File: src/rtl/spi_host_tx_arb_if.sv
// rtl/spi_host_tx_arb_if.sv - handshake bundle between TX requesters, arbiter and TX FIFO
interface spi_host_tx_arb_if #(
    parameter int BurstW = 4
);
    logic              req0_valid_i;
    logic [31:0]       req0_data_i;
    logic [3:0]        req0_be_i;
    logic              req0_last_i;
    logic              req0_ready_o;
    logic              req1_valid_i;
    logic [31:0]       req1_data_i;
    logic [3:0]        req1_be_i;
    logic              req1_last_i;
    logic              req1_ready_o;
    logic              fifo_valid_o;
    logic [31:0]       fifo_data_o;
    logic [3:0]        fifo_be_o;
    logic              fifo_ready_i;
    logic [BurstW-1:0] burst_max_i;
    logic [1:0]        grant_o;
    logic              busy_o;
    logic [BurstW-1:0] cnt_o;

    modport slave (
        input  req0_valid_i, req0_data_i, req0_be_i, req0_last_i,
        input  req1_valid_i, req1_data_i, req1_be_i, req1_last_i,
        input  fifo_ready_i, burst_max_i,
        output req0_ready_o, req1_ready_o,
        output fifo_valid_o, fifo_data_o, fifo_be_o,
        output grant_o, busy_o, cnt_o
    );

    modport master (
        output req0_valid_i, req0_data_i, req0_be_i, req0_last_i,
        output req1_valid_i, req1_data_i, req1_be_i, req1_last_i,
        output fifo_ready_i, burst_max_i,
        input  req0_ready_o, req1_ready_o,
        input  fifo_valid_o, fifo_data_o, fifo_be_o,
        input  grant_o, busy_o, cnt_o
    );
endinterface

File: src/rtl/spi_host_tx_arb.sv
// rtl/spi_host_tx_arb.sv - round-robin burst-locked arbiter of CPU and DMA words into the SPI TX FIFO
module spi_host_tx_arb #(
    parameter int BurstW = 4
) (
    input logic              clk_i,
    input logic              rst_ni,
    spi_host_tx_arb_if.slave bus
);
    typedef enum logic [1:0] {IDLE, G0, G1} state_e;

    localparam logic [BurstW-1:0] CntOne = 1;

    state_e            state_q, state_d;
    logic              prio_q, prio_d;
    logic [BurstW-1:0] lim_q, lim_d;
    logic [BurstW-1:0] cnt_q, cnt_d;
    logic [BurstW-1:0] cnt_inc;
    logic              fifo_valid;
    logic [31:0]       fifo_data;
    logic [3:0]        fifo_be;
    logic              ready0;
    logic              ready1;
    logic              owner_last;
    logic              handshake;

    assign cnt_inc = cnt_q + CntOne;

    always_ff @(posedge clk_i or negedge rst_ni) begin
        if (!rst_ni) begin
            state_q <= IDLE;
            prio_q  <= 1'b0;
            lim_q   <= '0;
            cnt_q   <= '0;
        end else begin
            state_q <= state_d;
            prio_q  <= prio_d;
            lim_q   <= lim_d;
            cnt_q   <= cnt_d;
        end
    end

    always_comb begin
        state_d    = state_q;
        prio_d     = prio_q;
        lim_d      = lim_q;
        cnt_d      = cnt_q;
        fifo_valid = 1'b0;
        fifo_data  = '0;
        fifo_be    = '0;
        ready0     = 1'b0;
        ready1     = 1'b0;
        owner_last = 1'b0;
        handshake  = 1'b0;

        case (state_q)
            IDLE: begin
                // The word limit is sampled only here so a mid-grant change waits for the next grant.
                lim_d = bus.burst_max_i;
                cnt_d = '0;
                if (bus.req0_valid_i && (!bus.req1_valid_i || !prio_q)) begin
                    state_d = G0;
                end else if (bus.req1_valid_i) begin
                    state_d = G1;
                end
            end
            G0: begin
                fifo_valid = bus.req0_valid_i;
                fifo_data  = bus.req0_data_i;
                fifo_be    = bus.req0_be_i;
                ready0     = bus.fifo_ready_i;
                owner_last = bus.req0_last_i;
            end
            G1: begin
                fifo_valid = bus.req1_valid_i;
                fifo_data  = bus.req1_data_i;
                fifo_be    = bus.req1_be_i;
                ready1     = bus.fifo_ready_i;
                owner_last = bus.req1_last_i;
            end
            default: state_d = IDLE;
        endcase

        handshake = fifo_valid && bus.fifo_ready_i;
        if (handshake) begin
            if (cnt_q != '1) begin
                cnt_d = cnt_inc;
            end
            if (owner_last || (lim_q != '0 && cnt_inc == lim_q)) begin
                state_d = IDLE;
                prio_d  = (state_q == G0);
            end
        end
    end

    assign bus.fifo_valid_o = fifo_valid;
    assign bus.fifo_data_o  = fifo_data;
    assign bus.fifo_be_o    = fifo_be;
    assign bus.req0_ready_o = ready0;
    assign bus.req1_ready_o = ready1;
    assign bus.grant_o      = {state_q == G1, state_q == G0};
    assign bus.busy_o       = (state_q != IDLE);
    assign bus.cnt_o        = cnt_q;

    a_grant_onehot: assert property (@(posedge clk_i) disable iff (!rst_ni)
        $onehot0(bus.grant_o));
    a_ready_excl: assert property (@(posedge clk_i) disable iff (!rst_ni)
        !(bus.req0_ready_o && bus.req1_ready_o));
    a_idle_quiet: assert property (@(posedge clk_i) disable iff (!rst_ni)
        (state_q == IDLE) |-> !bus.fifo_valid_o);
    // A stalled owner must keep presenting the same word until the FIFO takes it.
    a_stall_stable: assert property (@(posedge clk_i) disable iff (!rst_ni)
        (bus.fifo_valid_o && !bus.fifo_ready_i) |=>
            (bus.fifo_valid_o && $stable(bus.fifo_data_o) && $stable(bus.fifo_be_o)));
endmodule

File: src/flat_wrapper.sv
// flat-port wrapper written by rule: the top's interface ports become plain ports
module spi_host_tx_arb_flat 
#(
    parameter int BurstW = 4
)
  (clk_i, rst_ni, bus_req0_valid_i, bus_req0_data_i, bus_req0_be_i, bus_req0_last_i, bus_req1_valid_i, bus_req1_data_i, bus_req1_be_i, bus_req1_last_i, bus_fifo_ready_i, bus_burst_max_i, bus_req0_ready_o, bus_req1_ready_o, bus_fifo_valid_o, bus_fifo_data_o, bus_fifo_be_o, bus_grant_o, bus_busy_o, bus_cnt_o);
  spi_host_tx_arb_if #(.BurstW(BurstW)) bus_i ();
  input logic clk_i;
  input logic rst_ni;
  input wire logic [$bits(bus_i.req0_valid_i)-1:0] bus_req0_valid_i;
  input wire logic [$bits(bus_i.req0_data_i)-1:0] bus_req0_data_i;
  input wire logic [$bits(bus_i.req0_be_i)-1:0] bus_req0_be_i;
  input wire logic [$bits(bus_i.req0_last_i)-1:0] bus_req0_last_i;
  input wire logic [$bits(bus_i.req1_valid_i)-1:0] bus_req1_valid_i;
  input wire logic [$bits(bus_i.req1_data_i)-1:0] bus_req1_data_i;
  input wire logic [$bits(bus_i.req1_be_i)-1:0] bus_req1_be_i;
  input wire logic [$bits(bus_i.req1_last_i)-1:0] bus_req1_last_i;
  input wire logic [$bits(bus_i.fifo_ready_i)-1:0] bus_fifo_ready_i;
  input wire logic [$bits(bus_i.burst_max_i)-1:0] bus_burst_max_i;
  output wire logic [$bits(bus_i.req0_ready_o)-1:0] bus_req0_ready_o;
  output wire logic [$bits(bus_i.req1_ready_o)-1:0] bus_req1_ready_o;
  output wire logic [$bits(bus_i.fifo_valid_o)-1:0] bus_fifo_valid_o;
  output wire logic [$bits(bus_i.fifo_data_o)-1:0] bus_fifo_data_o;
  output wire logic [$bits(bus_i.fifo_be_o)-1:0] bus_fifo_be_o;
  output wire logic [$bits(bus_i.grant_o)-1:0] bus_grant_o;
  output wire logic [$bits(bus_i.busy_o)-1:0] bus_busy_o;
  output wire logic [$bits(bus_i.cnt_o)-1:0] bus_cnt_o;
  assign bus_i.req0_valid_i = bus_req0_valid_i;
  assign bus_i.req0_data_i = bus_req0_data_i;
  assign bus_i.req0_be_i = bus_req0_be_i;
  assign bus_i.req0_last_i = bus_req0_last_i;
  assign bus_i.req1_valid_i = bus_req1_valid_i;
  assign bus_i.req1_data_i = bus_req1_data_i;
  assign bus_i.req1_be_i = bus_req1_be_i;
  assign bus_i.req1_last_i = bus_req1_last_i;
  assign bus_i.fifo_ready_i = bus_fifo_ready_i;
  assign bus_i.burst_max_i = bus_burst_max_i;
  assign bus_req0_ready_o = bus_i.req0_ready_o;
  assign bus_req1_ready_o = bus_i.req1_ready_o;
  assign bus_fifo_valid_o = bus_i.fifo_valid_o;
  assign bus_fifo_data_o = bus_i.fifo_data_o;
  assign bus_fifo_be_o = bus_i.fifo_be_o;
  assign bus_grant_o = bus_i.grant_o;
  assign bus_busy_o = bus_i.busy_o;
  assign bus_cnt_o = bus_i.cnt_o;
  spi_host_tx_arb #(.BurstW(BurstW)) u_core (.clk_i(clk_i), .rst_ni(rst_ni), .bus(bus_i));
endmodule
File: config.mk
export PLATFORM = sky130hd
export DESIGN_NAME = spi_host_tx_arb_flat
export DESIGN_NICKNAME = d
export VERILOG_FILES = /design/src/rtl/spi_host_tx_arb_if.sv /design/src/rtl/spi_host_tx_arb.sv /design/src/flat_wrapper.sv
export SDC_FILE = /design/constraint.sdc
export NUM_CORES = 1
export LEC_CHECK = 0
export ABC_AREA = 1
export BUFFER_PORTS_ARGS = -buffer_cell sky130_fd_sc_hd__buf_2
export CORE_ASPECT_RATIO = 0.9
export CORE_MARGIN = 1.5
export CORE_UTILIZATION = 32
export DETAILED_ROUTE_END_ITERATION = 10
export PLACE_DENSITY = 0.78
export SLEW_MARGIN = 20
export SYNTH_ARGS = -nofsm -noshare
export SYNTH_HDL_FRONTEND = slang
export SYNTH_SLANG_ARGS = --single-unit
File: constraint.sdc
create_clock -name clk_i -period 1.3 [get_ports clk_i]
set_input_delay 0.13 -clock clk_i [delete_from_list [all_inputs] [get_ports clk_i]]
set_output_delay 0.13 -clock clk_i [all_outputs]
set_load 0.02 [all_outputs]
==> impl_results.md <==
- Commonest non-fill, non-tap cell in the layout: buf_2
- Min-delay src: bus_burst_max_i[1]
- Die area: 4210 µm²
- Total wire length: 6750 µm
- LEAKAGE: 0.00151 µW
- Peak VDD IR: 2730 µV
- WP data arrival: 1.59 ns
- Rel. slew slack: 0.823
- Minimum clock period: 1.72 ns
- Fin area: 3170 µm²
- Crit path launch type: flop
- Die span in x: 68.3 µm
- Tot Pwr: 8940 µW
- Wirelength per Cell: 16.0 µm
- Post-route insts no fill: 421
- Nets: 463
- Drt pass-1 iters: 4
- Commonest cells after routing, fill and taps aside: 86 x buf_2, 67 x nand2_1, 43 x buf_6, 26 x nand2_2, 24 x a21oi_4
- GP Congestion: 0.880
- Util after Layout: 0.855
- Clock buffer depth: 2
- Final Hold Viols: 0
- 1st-iter DRT viols: 87
- R2r startpoint: u_core.state_q[1]
- Count of final setup violators: 48
- WS Path Type: reg -> out
- Sequential area share after synthesis: 0.224
- Residual DRC: 0
- Syn Area/Cell: 5.50 µm²
- Sequential Area: 277 µm²
- Area of the multi-input gates: 1340 µm²
- Fmax: 582 MHz
- Synth area leader: nand2_1
- Synth cell types: 19
- Area growth syn-to-layout: 158%
- Slew @ Worst Pin: 0.265 ns
- Clock root cell: clkbuf_8
- Slew Viols, Final: 0
- Core Footprint: 3700 µm²
- DP HPWL: 3880 µm
- Total grt overflow: 0
- Cts bufs inserted: 3
- Tcrit/Tclk final: 1.32
- GRT Total Usage: 0.257
- Via count: 2096
- Register-to-Register Path Depth: 10
- Crit. End Element: output port
- Yosys reg bits: 11
- Hold Crit Class: in -> reg
- Critical Path RT: 1.17 ns
- IO buf count: 128
- Maximum fanout along the worst path: 7
- I/O pin total: 129
- DR vias/cell: 4.98
- RSZ-0062 raised after global routing: yes
- Inst Count DP: 404
- Max-Cap Viols: 0
- Post-Syn Nets: 310
- Clock skew: 0.00366 ns
- R2r endpoint: u_core.bus.cnt_o[0]
- Clk_lat worst skew: 0.25 ns
- Failing checks: negative setup slack
- Die H: 61.7 µm
- Reg clk slew, reported paths: 0.05 ns
- Post-synth top area share: 0.318
- Hold Path End: u_core.lim_q[1]
- Routed Antenna Nets: 0
- Htree depth: 1
- FILL cells: 201
- Syn Inst Count: 223
- CTS tree: yes
- Setup slack after layout: -0.419 ns
- Synth top area cells: nand2_1 32%, dfrtp_1 22%, a21oi_1 16%, inv_1 5.2%, o21ai_0 4.5%
- Pin count of the biggest net entering global routing: 21
- Reg2Reg Setup Slack: -0.32 ns
- First-pass GRT wire length: 8050 µm
- Placed Area: 2420 µm²
- Vias in the first global route: 1804
- Ant diodes: 0
- Row count: 21
- Status: finished with violations
- Clock sinks: 11
- Power density cells: 2820 nW/µm²
- Layout cells sized above 1: 0.677
- Mapped cell area: 1230 µm²
- Initial antenna violation count: 0
- Warnings from Yosys: 0
- Initial Utilization: 0.331
- Min-Delay Path Depth: 3
-- report_power, final --
group          internal [µW]  switching (µW)
combinational           3800            4230
sequential               475            82.7
clock                    216             138
total                   4490            4450
-- synthesized netlist by cell type --
| cell | number |
|---|---|
| buf_2 | 6 |
| clkbuf_1 | 2 |
| inv_2 | 4 |
| ha_1 | 4 |
| dfrtp_1 | 11 |
| nand2_2 | 1 |
| a22o_1 | 1 |
| nand3_1 | 8 |
| o21a_1 | 1 |
| nand4_1 | 3 |
| o21ai_0 | 11 |
| nor2_1 | 4 |
| xnor2_1 | 1 |
| a21oi_1 | 38 |
| buf_1 | 4 |
| nand2_1 | 104 |
| o22ai_1 | 1 |
| nor2_4 | 2 |
| inv_1 | 17 |
-- stage by stage --
step / hold WS, ns / TNS, ns / setup slack [ns]
final: 0.0902 / -16.16 / -0.419
after global routing: 0.135 / -19.23 / -0.481
after CTS: 0.0903 / -14.40 / -0.386
after detailed placement: 0.00757 / -4.89 / -0.178
after global placement: 0.00873 / -4.41 / -0.150
after floorplan: -0.166 / -7.30 / -0.224
-- kinds of logic after synthesis --
family                     count (synthesis)  share of synthesized area
DFF                                       11                      0.224
adders and majority gates                  4                     0.0408
xor gates and xnor gates                   1                    0.00714
AOI/OAI and AO/OA                         52                      0.218
buffers and inverters                     33                      0.107
and+or+nand+nor                          122                      0.402
-- routing by layer --
metal	part of all wire	global-route usage	vias up	wire length, µm
met3	0.066	0.0649	13	448
met5	0	0	-	0
met2	0.51	0.481	95	3460
li1	-	-	1020	-
met1	0.40	0.284	968	2700
met4	0.021	0.0886	0	142
-- repair_timing --
action	4_1_cts	5_1_grt
hold buffers	1	0
buffers inserted	3	4
gates cloned	4	4
hold endpoints to repair	11	0
endpoints found under the setup margin	49	49
pin swaps	8	30
resized for setup	100	50
-- cell type report --
class,instances,area share
Sequential cell,11,0.0873
Multi-Input combinational cell,179,0.424
Tap cell,46,0.0182
Inverter,21,0.0296
Clock buffer,4,0.0142
Timing Repair Buffer,160,0.426
-- registers in the layout, indices dropped and copies added (netlist names) --
name / count
u_core.bus.cnt_o: 4
u_core.lim_q: 4
u_core.prio_q: 1
u_core.state_q: 2
-- worst max-delay path: stages (launching register included) --
cell and delay, ns:
dfrtp_1 0.38, inv_2 0.11, ha_4 0.25, clkbuf_16 0.19, nand2_1 0.08, a21oi_2 0.19
buf_6 0.14
-- worst max-delay path by stage --
stage / startpoint / endpoint / slack (ns) / depth (start not counted)
2_1_floorplan: u_core.state_q[1] / u_core.prio_q / -0.22 / 11
3_3_place_gp: u_core.state_q[1] / u_core.bus.cnt_o[3] / -0.15 / 8
3_5_place_dp: u_core.bus.cnt_o[0] / u_core.prio_q / -0.18 / 9
4_1_cts: u_core.state_q[0] / bus_fifo_data_o[29] / -0.39 / 7
5_1_grt: u_core.state_q[0] / bus_fifo_data_o[27] / -0.48 / 6
6_report: u_core.state_q[0] / bus_fifo_data_o[27] / -0.42 / 6
Note: power is estimated with default switching activity, not from simulation.
